$ cat src/rtl/fonttoascii_dump_pkg.sv
// fonttoascii_dump_pkg: dump FSM states, character constants and the font-code to ASCII map.
package fonttoascii_dump_pkg;
  typedef enum logic [2:0] {IDLE, RD, LATCH, SPC, CHR, EOL, FIN} state_t;
  localparam logic [7:0] ASCII_LF = 8'h0A;
  localparam logic [7:0] ASCII_SP = 8'h20;
  localparam logic [5:0] FONT_SP  = 6'h00;
  function automatic logic [7:0] font_to_ascii(input logic [5:0] code);
    return {1'b0, code[5], ~code[5], code[4:0]};
  endfunction
endpackage

$ cat src/rtl/fonttoascii_dump_tx_hold_reg.sv
// fonttoascii_dump_tx_hold_reg: registered valid/ready byte output, held stable while stalled.
module fonttoascii_dump_tx_hold_reg (
  input  logic       clk,
  input  logic       rst,
  input  logic       i_load,
  input  logic [7:0] i_data,
  input  logic       i_ready,
  output logic       o_valid,
  output logic [7:0] o_data
);
  always_ff @(posedge clk) begin
    if (rst) begin
      o_valid <= 1'b0;
      o_data  <= '0;
    end else if (i_load) begin
      o_valid <= 1'b1;
      o_data  <= i_data;
    end else if (i_ready) begin
      o_valid <= 1'b0;
    end
  end
endmodule

$ cat src/rtl/fonttoascii_dump.sv
// fonttoascii_dump: dumps the character buffer row by row as ASCII with a 0x0A per row.
// FONTDUMP_TRIM_EN: drop trailing spaces per row, emitting interior space runs lazily.
module fonttoascii_dump
  import fonttoascii_dump_pkg::*;
#(
  parameter int COLS   = 40,
  parameter int ROWS   = 30,
  parameter int ADDR_W = 11
) (
  input  logic              clk,
  input  logic              rst,
  input  logic              start,
  output logic              busy,
  output logic              done,
  output logic              rd_en,
  output logic [ADDR_W-1:0] rd_addr,
  input  logic [5:0]        rd_data,
  output logic [7:0]        tx_data,
  output logic              tx_valid,
  input  logic              tx_ready
);
  localparam int CW = COLS > 1 ? $clog2(COLS) : 1;
  localparam int RW = ROWS > 1 ? $clog2(ROWS) : 1;
  localparam logic [CW-1:0] COL_LAST = CW'(COLS - 1);
  localparam logic [RW-1:0] ROW_LAST = RW'(ROWS - 1);
  state_t r_state;
  logic [CW-1:0] r_col;
  logic [RW-1:0] r_row;
  logic w_hs, w_last_col, w_load, w_adv;
  logic [7:0] w_data;
`ifdef FONTDUMP_TRIM_EN
  logic [CW-1:0] r_space_run;
  logic [5:0] r_cur;
`endif
  assign w_hs = tx_valid & tx_ready;
  assign w_last_col = r_col == COL_LAST;
  always_comb begin
    w_load = 1'b0;
    w_data = ASCII_LF;
    w_adv  = r_state == CHR && w_hs;
    case (r_state)
`ifdef FONTDUMP_TRIM_EN
      LATCH: begin
        w_adv  = rd_data == FONT_SP;
        w_load = rd_data != FONT_SP || w_last_col;
        w_data = rd_data == FONT_SP ? ASCII_LF : r_space_run != '0 ? ASCII_SP : font_to_ascii(rd_data);
      end
      SPC: begin
        w_load = w_hs;
        w_data = r_space_run == CW'(1) ? font_to_ascii(r_cur) : ASCII_SP;
      end
`else
      LATCH: begin
        w_load = 1'b1;
        w_data = font_to_ascii(rd_data);
      end
`endif
      CHR: w_load = w_hs & w_last_col;
      default: ;
    endcase
  end
  always_ff @(posedge clk) begin
    if (rst) begin
      r_state <= IDLE;
      busy    <= 1'b0;
      done    <= 1'b0;
      rd_en   <= 1'b0;
      rd_addr <= '0;
      r_col   <= '0;
      r_row   <= '0;
`ifdef FONTDUMP_TRIM_EN
      r_space_run <= '0;
      r_cur       <= '0;
`endif
    end else begin
      rd_en <= 1'b0;
      done  <= 1'b0;
      case (r_state)
        IDLE: if (start) begin
          r_state <= RD;
          busy    <= 1'b1;
          rd_en   <= 1'b1;
          rd_addr <= '0;
          r_col   <= '0;
          r_row   <= '0;
`ifdef FONTDUMP_TRIM_EN
          r_space_run <= '0;
`endif
        end
        RD: r_state <= LATCH;
`ifdef FONTDUMP_TRIM_EN
        LATCH: begin
          r_cur <= rd_data;
          if (rd_data == FONT_SP) r_space_run <= r_space_run + 1'b1;
          else r_state <= r_space_run != '0 ? SPC : CHR;
        end
        SPC: if (w_hs) begin
          r_space_run <= r_space_run - 1'b1;
          if (r_space_run == CW'(1)) r_state <= CHR;
        end
`else
        LATCH: r_state <= CHR;
`endif
        EOL: if (w_hs) begin
          if (r_row != ROW_LAST) begin
            r_row   <= r_row + 1'b1;
            r_col   <= '0;
            rd_addr <= rd_addr + 1'b1;
            rd_en   <= 1'b1;
            r_state <= RD;
          end else begin
            busy    <= 1'b0;
            done    <= 1'b1;
            r_state <= FIN;
          end
        end
        FIN: r_state <= IDLE;
        default: ;
      endcase
      // Column advance shared by a consumed character and a swallowed space.
      if (w_adv) begin
        if (w_last_col) begin
          r_state <= EOL;
`ifdef FONTDUMP_TRIM_EN
          r_space_run <= '0;
`endif
        end else begin
          r_col   <= r_col + 1'b1;
          rd_addr <= rd_addr + 1'b1;
          rd_en   <= 1'b1;
          r_state <= RD;
        end
      end
    end
  end
  fonttoascii_dump_tx_hold_reg u_tx (
    .clk     (clk),
    .rst     (rst),
    .i_load  (w_load),
    .i_data  (w_data),
    .i_ready (tx_ready),
    .o_valid (tx_valid),
    .o_data  (tx_data)
  );
endmodule

$ cat config.mk
export PLATFORM = sky130hd
export DESIGN_NAME = fonttoascii_dump
export DESIGN_NICKNAME = d
export VERILOG_FILES = /design/src/rtl/fonttoascii_dump_pkg.sv /design/src/rtl/fonttoascii_dump_tx_hold_reg.sv /design/src/rtl/fonttoascii_dump.sv
export SDC_FILE = /design/constraint.sdc
export NUM_CORES = 1
export LEC_CHECK = 0
export ABC_AREA = 1
export BUFFER_PORTS_ARGS = -buffer_cell sky130_fd_sc_hd__buf_2
export CAP_MARGIN = 5
export CORE_UTILIZATION = 55
export DETAILED_ROUTE_END_ITERATION = 10
export PLACE_DENSITY = 0.83
export SYNTH_ARGS = -nofsm -noshare
export SYNTH_HDL_FRONTEND = slang
export SYNTH_SLANG_ARGS = --single-unit
$ cat constraint.sdc
create_clock -name clk -period 4.65 [get_ports clk]
set_clock_uncertainty 0.15 [all_clocks]
set_input_delay 0.2325 -clock clk [delete_from_list [all_inputs] [get_ports clk]]
set_output_delay 0.2325 -clock clk [all_outputs]
set_load 0.02 [all_outputs]
==> results.cfg, run 1 <==
[die]
boundaryPins = 33
die_x_um = 61.4
die_h_um = 61.4
start_util_pct = 57.7
fp.dieArea_um2 = 3770
placementRows = 21
floorplan.core_area_um2 = 3360

[cells_and_area]
area.growth.synth_to_final_pct = 13.9
num-fill-cells = 349
final_nets = 342
final_core_utilization_pct = 65.7
n_antenna_cell = 0
drive_gt1_share_pct = 15.2
finish.instance_area_um2 = 2210

[timing]
hold_viol = 0
fmax_mhz = 545
setup-violations-final = 0
fin_setup_tns_ps = 0
fin_crit_sh_pct = 39.4
period_needed_ps = 1830
grt_setup_unrepaired = no
final_max_slew_viol_count = 0
least_setup_slack_across_all_paths_after_layout_ps = 2820

[global_routing]
grt_antenna_before_repair = 0
grt_usage_pct = 22.9
grt_overflow_total = 0
first_global_vias = 1497
grt_max_degree = 22
wire_length_of_the_first_global_routing_pass_um = 6440

[clock_tree]
htree_num_levels = 2
root_cell_of_the_clock_tree = clkbuf_4
cts_inserted_buffers = 5
cts_tree = yes
cts_resized = 0
clock_sink_count = 36
clk_pin_slew_worst_paths_ps = 120
cts_buffer_depth = 2
insertion_delay_ps = 340
setup_buffers_after_cts = 0

[synthesis]
synth_enable_flop_cells = 0
ys_dominant_reg_cell = dfxtp_1
asyncSetResetFlopFracSynth_pct = 0
synth_largest_area_cell = dfxtp_1
synth_nets = 309
postSynthCellCount = 295
yosys.cell_count.top_type = nand2_1
synth.lib_cells_used.distinct = 27
ys_top_cells_by_count = nand2_1, dfxtp_1, inv_1, nor2_1, a21oi_1
synth_seq_cells = 36
synth_top_area_cells = dfxtp_1, nand2_1, a21oi_1
synth-seq-area-share_pct = 37.2
synth_warnings = 0
avgSynthCellArea_um2 = 6.57
synth.cell_area_um2 = 1940
synth_top_cell_area_share_pct = 37.2

[placement]
placement.setup.worst_slack_ps = 2860
hpwlAfterDp_um = 2980
portBuffers = 31
dpl_cell_area_um2 = 2100
gp_congestion = 0.843

[job]
timing.max_cap.violations = 0

[worst_setup_path]
crit-reg2reg-launch = r_state[2]$_SDFFE_PP0P_
critical_path.slowest_cell = dfxtp_1
timing.critical_path.from_type = flop
critPathTopFamily = simple AND/OR/NAND/NOR gates
crit_type = flop to flop
critical_path_required_ps = 4770
path_cells = inv_2 -> nand3_1 -> nand2_1 -> inv_1 -> nand2_1 -> a21oi_1
critical-path-top-cell-by-count = nand2_1
worst_r2r_endpoint = r_col[3]$_SDFF_PP0_
reg2reg_slack_ps = 2820
timing.critical_path.arrival_ps = 1960
worst-path-buf-inv = 2
critical_path_peak_fanout = 12
worst_setup_path_end_kind = flop
worstRegToRegCells = 6
stage_delay_of_the_slowest_cell_on_the_critical_path_ps = 450

[hold_path]
hp-start = rd_data[5]
hold-path-endpoint = u_tx.o_data[5]$_SDFFE_PP0P_
min-delay-path-class = input port to flop
worst_hold_stages = 3

[routing]
routed_wire_length_per_instance_um = 11.3
first_iter_violations = 114
route.antenna.remaining_nets = 0
routed_wl_um = 4220
via_count = 1914
detail_route.drc_violations = 0
length_of_the_first_detailed_routing_pass_in_iterations = 4
route.detailed.vias_per_inst = 5.10

[pwr]
vdd.ir_drop.worst_mv = 0.338
p_leak_nw = 0.990
power.density_cell_area_nw_per_um2 = 373
power_mw = 0.824

[outcome]
outcome = finished clean
## layout by cell type (no fill, tap or decap)
cell           Yosys  final
o21ai_1            1      1
clkbuf_4           0      5
nand2_4            3      3
conb_1             1      1
dfxtp_1           36     36
or2_0              1      1
nand3_4            1      1
ha_1               4      4
buf_2              1     31
bufinv_16          0      1
or2_2              1      1
nand2_2            1      1
nor3_1             3      3
a21oi_1           28     28
a21o_1             1      1
dlygate4sd3_1      0      3
clkinv_2           0      1
xor2_1             2      2
nor2_1            34     34
o21ai_0           10     10
nand3_1           24     24
nand4_1           11     11
inv_2              2      2
nand2_1           86     86
a21oi_2            1      1
inv_1             34     34
clkinvlp_4         0      1
nor2_4             2      2
## tightest hold or removal path, cell delays in order
cell and delay (ps):
buf_2 70, or2_2 100, a21oi_1 60
## through the flow
stage | cells | hold slack [ps]
final | 375 | 1.24
after global routing | 375 | 10.7
after CTS | 375 | 2.68
after detailed placement | 364 | 288
after global placement | 364 | 283
after floorplan | 295 | 230
## kinds of logic after synthesis
logic type | synth area share (%)
and+or+nand+nor | 38.5
other | 0.193
buffers and inverters | 9.74
adders and majority gates | 2.58
DFF | 37.2
AOI/OAI and AO/OA | 10.9
xor gates and xnor gates | 0.903
## registers in the layout, indices dropped and copies added (netlist names)
signal,flops
rd_addr,11
u_tx.o_data,7
r_col,6
busy,1
done,1
rd_en,1
r_row,5
r_state,3
u_tx.o_valid,1
## how the worst max path moves through the flow
stage,slack (ps),end,startpoint,cells past startpoint
global route,2640,r_row[0]$_SDFFE_PP0P_,r_state[2]$_SDFFE_PP0P_,6
floorplan,3030,rd_addr[4]$_SDFF_PP0_,rd_addr[0]$_SDFF_PP0_,8
CTS,2830,r_row[0]$_SDFFE_PP0P_,r_state[2]$_SDFFE_PP0P_,6
global placement,2920,r_col[3]$_SDFF_PP0_,r_state[2]$_SDFFE_PP0P_,6
finish,2820,r_col[3]$_SDFF_PP0_,r_state[2]$_SDFFE_PP0P_,6
detailed placement,2860,r_row[0]$_SDFFE_PP0P_,r_state[2]$_SDFFE_PP0P_,6
## routing by layer
layer / global-route usage (%) / share of wire [%] / vias to the layer above
met2: 36.5 / 47 / 49
met1: 31.6 / 48 / 849
met4: 4.76 / 0.85 / 0
li1: - / - / 1012
met3: 5.88 / 4.7 / 4
met5: 0 / 0 / -
## where the power goes
group          total [mW]  leakage (nW)  internal, mW  switching (mW)
sequential          0.369         0.292         0.343          0.0264
clock               0.223        0.0412         0.112           0.111
combinational       0.232         0.657        0.0702           0.162
## area by class of cell
| class | count | area (um^2) | area share (%) |
|---|---|---|---|
| clock buffer | 5 | 37.5 | 1.70 |
| clock inverter | 3 | 42.5 | 1.93 |
| timing repair buffer | 34 | 185 | 8.39 |
| sequential | 36 | 721 | 32.6 |
| multi-input combinational | 215 | 1030 | 46.6 |
| tap | 46 | 57.6 | 2.61 |
| inverter | 36 | 135 | 6.12 |
## repair_timing
| action | 4_1_cts | 5_1_grt |
|---|---|---|
| hold buffers | 3 | 0 |
| endpoints found under the setup margin | 0 | 0 |
| endpoints found under the hold margin | 3 | 0 |
No activity file was read; power rests on OpenSTA's default activity.
==> inputs of run 2 (changes only) <==
Settings changed: CORE_UTILIZATION 55 to 50, PLACE_DENSITY 0.83 to 0.8.
Clock period 4.65 ns to 1.6 ns, I/O delays scaled along.
==> results.cfg, run 2 (synthesized netlist as in run 1, its figures left out) <==
[hold_path]
min-delay-path-class = input port to flop

[die]
placementRows = 22
die_h_um = 64.3
start_util_pct = 52.6
die_x_um = 64.3
floorplan.core_area_um2 = 3690
boundaryPins = 33
fp.dieArea_um2 = 4130

[timing]
setup-violations-final = 0
period_needed_ps = 1520
final_max_slew_viol_count = 0
hold_viol = 0
fin_setup_tns_ps = 0
fin_crit_sh_pct = 94.8
fmax_mhz = 660
fin_hold_ws_ps = 2.94

[cells_and_area]
finish.instance_area_um2 = 2460
n_antenna_cell = 0
area.growth.synth_to_final_pct = 27.1
largest_register_ffs = 11
register_containing_the_most_flip_flops_in_the_final_layout = rd_addr
final_common_cell = nand2_1
final_nets = 361
drive_gt1_share_pct = 24.4
final_cell_mix = nand2_1, nor2_1, inv_1, buf_2, dfxtp_1
layout_top_registers = rd_addr x11, u_tx.o_data x7, r_col x6

[worst_setup_path]
path_cells = inv_2 -> ha_4 -> nand4_1 -> nand3_4 -> buf_12 -> nand3_2 -> nand2_1 -> nand2_1 -> nor2_1
timing.critical_path.from_type = flop
critical_path_required_ps = 1690
stage_delay_of_the_slowest_cell_on_the_critical_path_ps = 330
timing.critical_path.arrival_ps = 1600
critPathTopFamily = simple AND/OR/NAND/NOR gates
critical_path_peak_fanout = 6
worst-path-buf-inv = 2
crit_type = flop to flop
worst_setup_path_end_kind = flop
critical-path-top-cell-by-count = nand2_1
critical_path.slowest_cell = dfxtp_2

[pwr]
p_leak_nw = 1.10
vdd.ir_drop.worst_mv = 0.654
power_mw = 2.52
power.density_cell_area_nw_per_um2 = 1020

[placement]
dpl_cell_area_um2 = 2190
hpwlAfterDp_um = 3260
portBuffers = 31
gp_congestion = 0.871

[routing]
detail_route.drc_violations = 0
via_count = 2035
routed_wl_um = 4760
routed_wire_length_per_instance_um = 12.0
first_iter_violations = 140
length_of_the_first_detailed_routing_pass_in_iterations = 4
route.antenna.remaining_nets = 0
route.detailed.vias_per_inst = 5.14

[clock_tree]
clock_sink_count = 36
htree_num_levels = 2
root_cell_of_the_clock_tree = clkbuf_8
cts_inserted_buffers = 5
cts_tree = yes
clk_pin_slew_worst_paths_ps = 80
insertion_delay_ps = 300
cts_buffer_depth = 2

[global_routing]
grt_overflow_total = 0
first_global_vias = 1829
grt_usage_pct = 24.4
wire_length_of_the_first_global_routing_pass_um = 7820
grt_antenna_before_repair = 0
grt_max_degree = 21

[job]
timing.max_cap.violations = 0

[outcome]
outcome = finished clean
==> run 2: path summary, 6_finish.rpt <==
path              depth (start not counted)                        end  slack [ps]             startpoint
hold / removal                            4  u_tx.o_valid$_SDFFE_PP0P_           3               tx_ready
setup reg to reg                          9      rd_addr[5]$_SDFF_PP0_          80  r_row[1]$_SDFFE_PP0P_
hold reg to reg                           2          busy$_SDFFE_PP0P_         300      busy$_SDFFE_PP0P_
setup / recovery                          9      rd_addr[5]$_SDFF_PP0_          80  r_row[1]$_SDFFE_PP0P_
==> run 2: per-layer routing <==
layer,global-route usage (%),routed length [um]
met1,31.2,2140
met2,40.9,2310
met3,4.29,245
met4,8.89,55
met5,0,0
==> run 2: area by class of cell <==
type                            count  area [um^2]
Fill cell                         339         1220
Multi-Input combinational cell    215         1090
Clock buffer                        5         68.8
Timing Repair Buffer               53          355
Inverter                           36          135
Sequential cell                    36          732
Tap cell                           48         60.1
Clock inverter                      3         23.8
==> run 2: power by group <==
part | internal [mW] | switching (mW) | leakage [nW]
combinational | 0.258 | 0.503 | 0.760
sequential | 0.999 | 0.0796 | 0.295
clock | 0.308 | 0.368 | 0.0404
total | 1.57 | 0.951 | 1.10
==> run 2: through the flow <==
step           setup slack (ps)  std cells  util, %
6_report                   83.7        396     66.8
3_3_place_gp               63.9        378     59.4
4_1_cts                   -7.52        393     63.9
3_5_place_dp               8.44        378     59.4
2_1_floorplan              5.90        295        -
5_1_grt                   -30.3        396     66.8
==> run 2: worst reg2reg max path, delay by kind of cell (launching register included) <==
kind,cells,cell delay [ps]
flip-flops,1,330
adder cells (fa/ha/maj),1,130
AND/OR/NAND/NOR,6,640
buffers and inverters,2,200
==> run 2: repair_timing <==
action                     4_1_cts  5_1_grt
setup endpoints to repair        5       31
gates resized for setup          4       21
setup buffers                    1        3
hold buffers                     6        0
pin swaps                        1        3
hold endpoints to repair         7        0
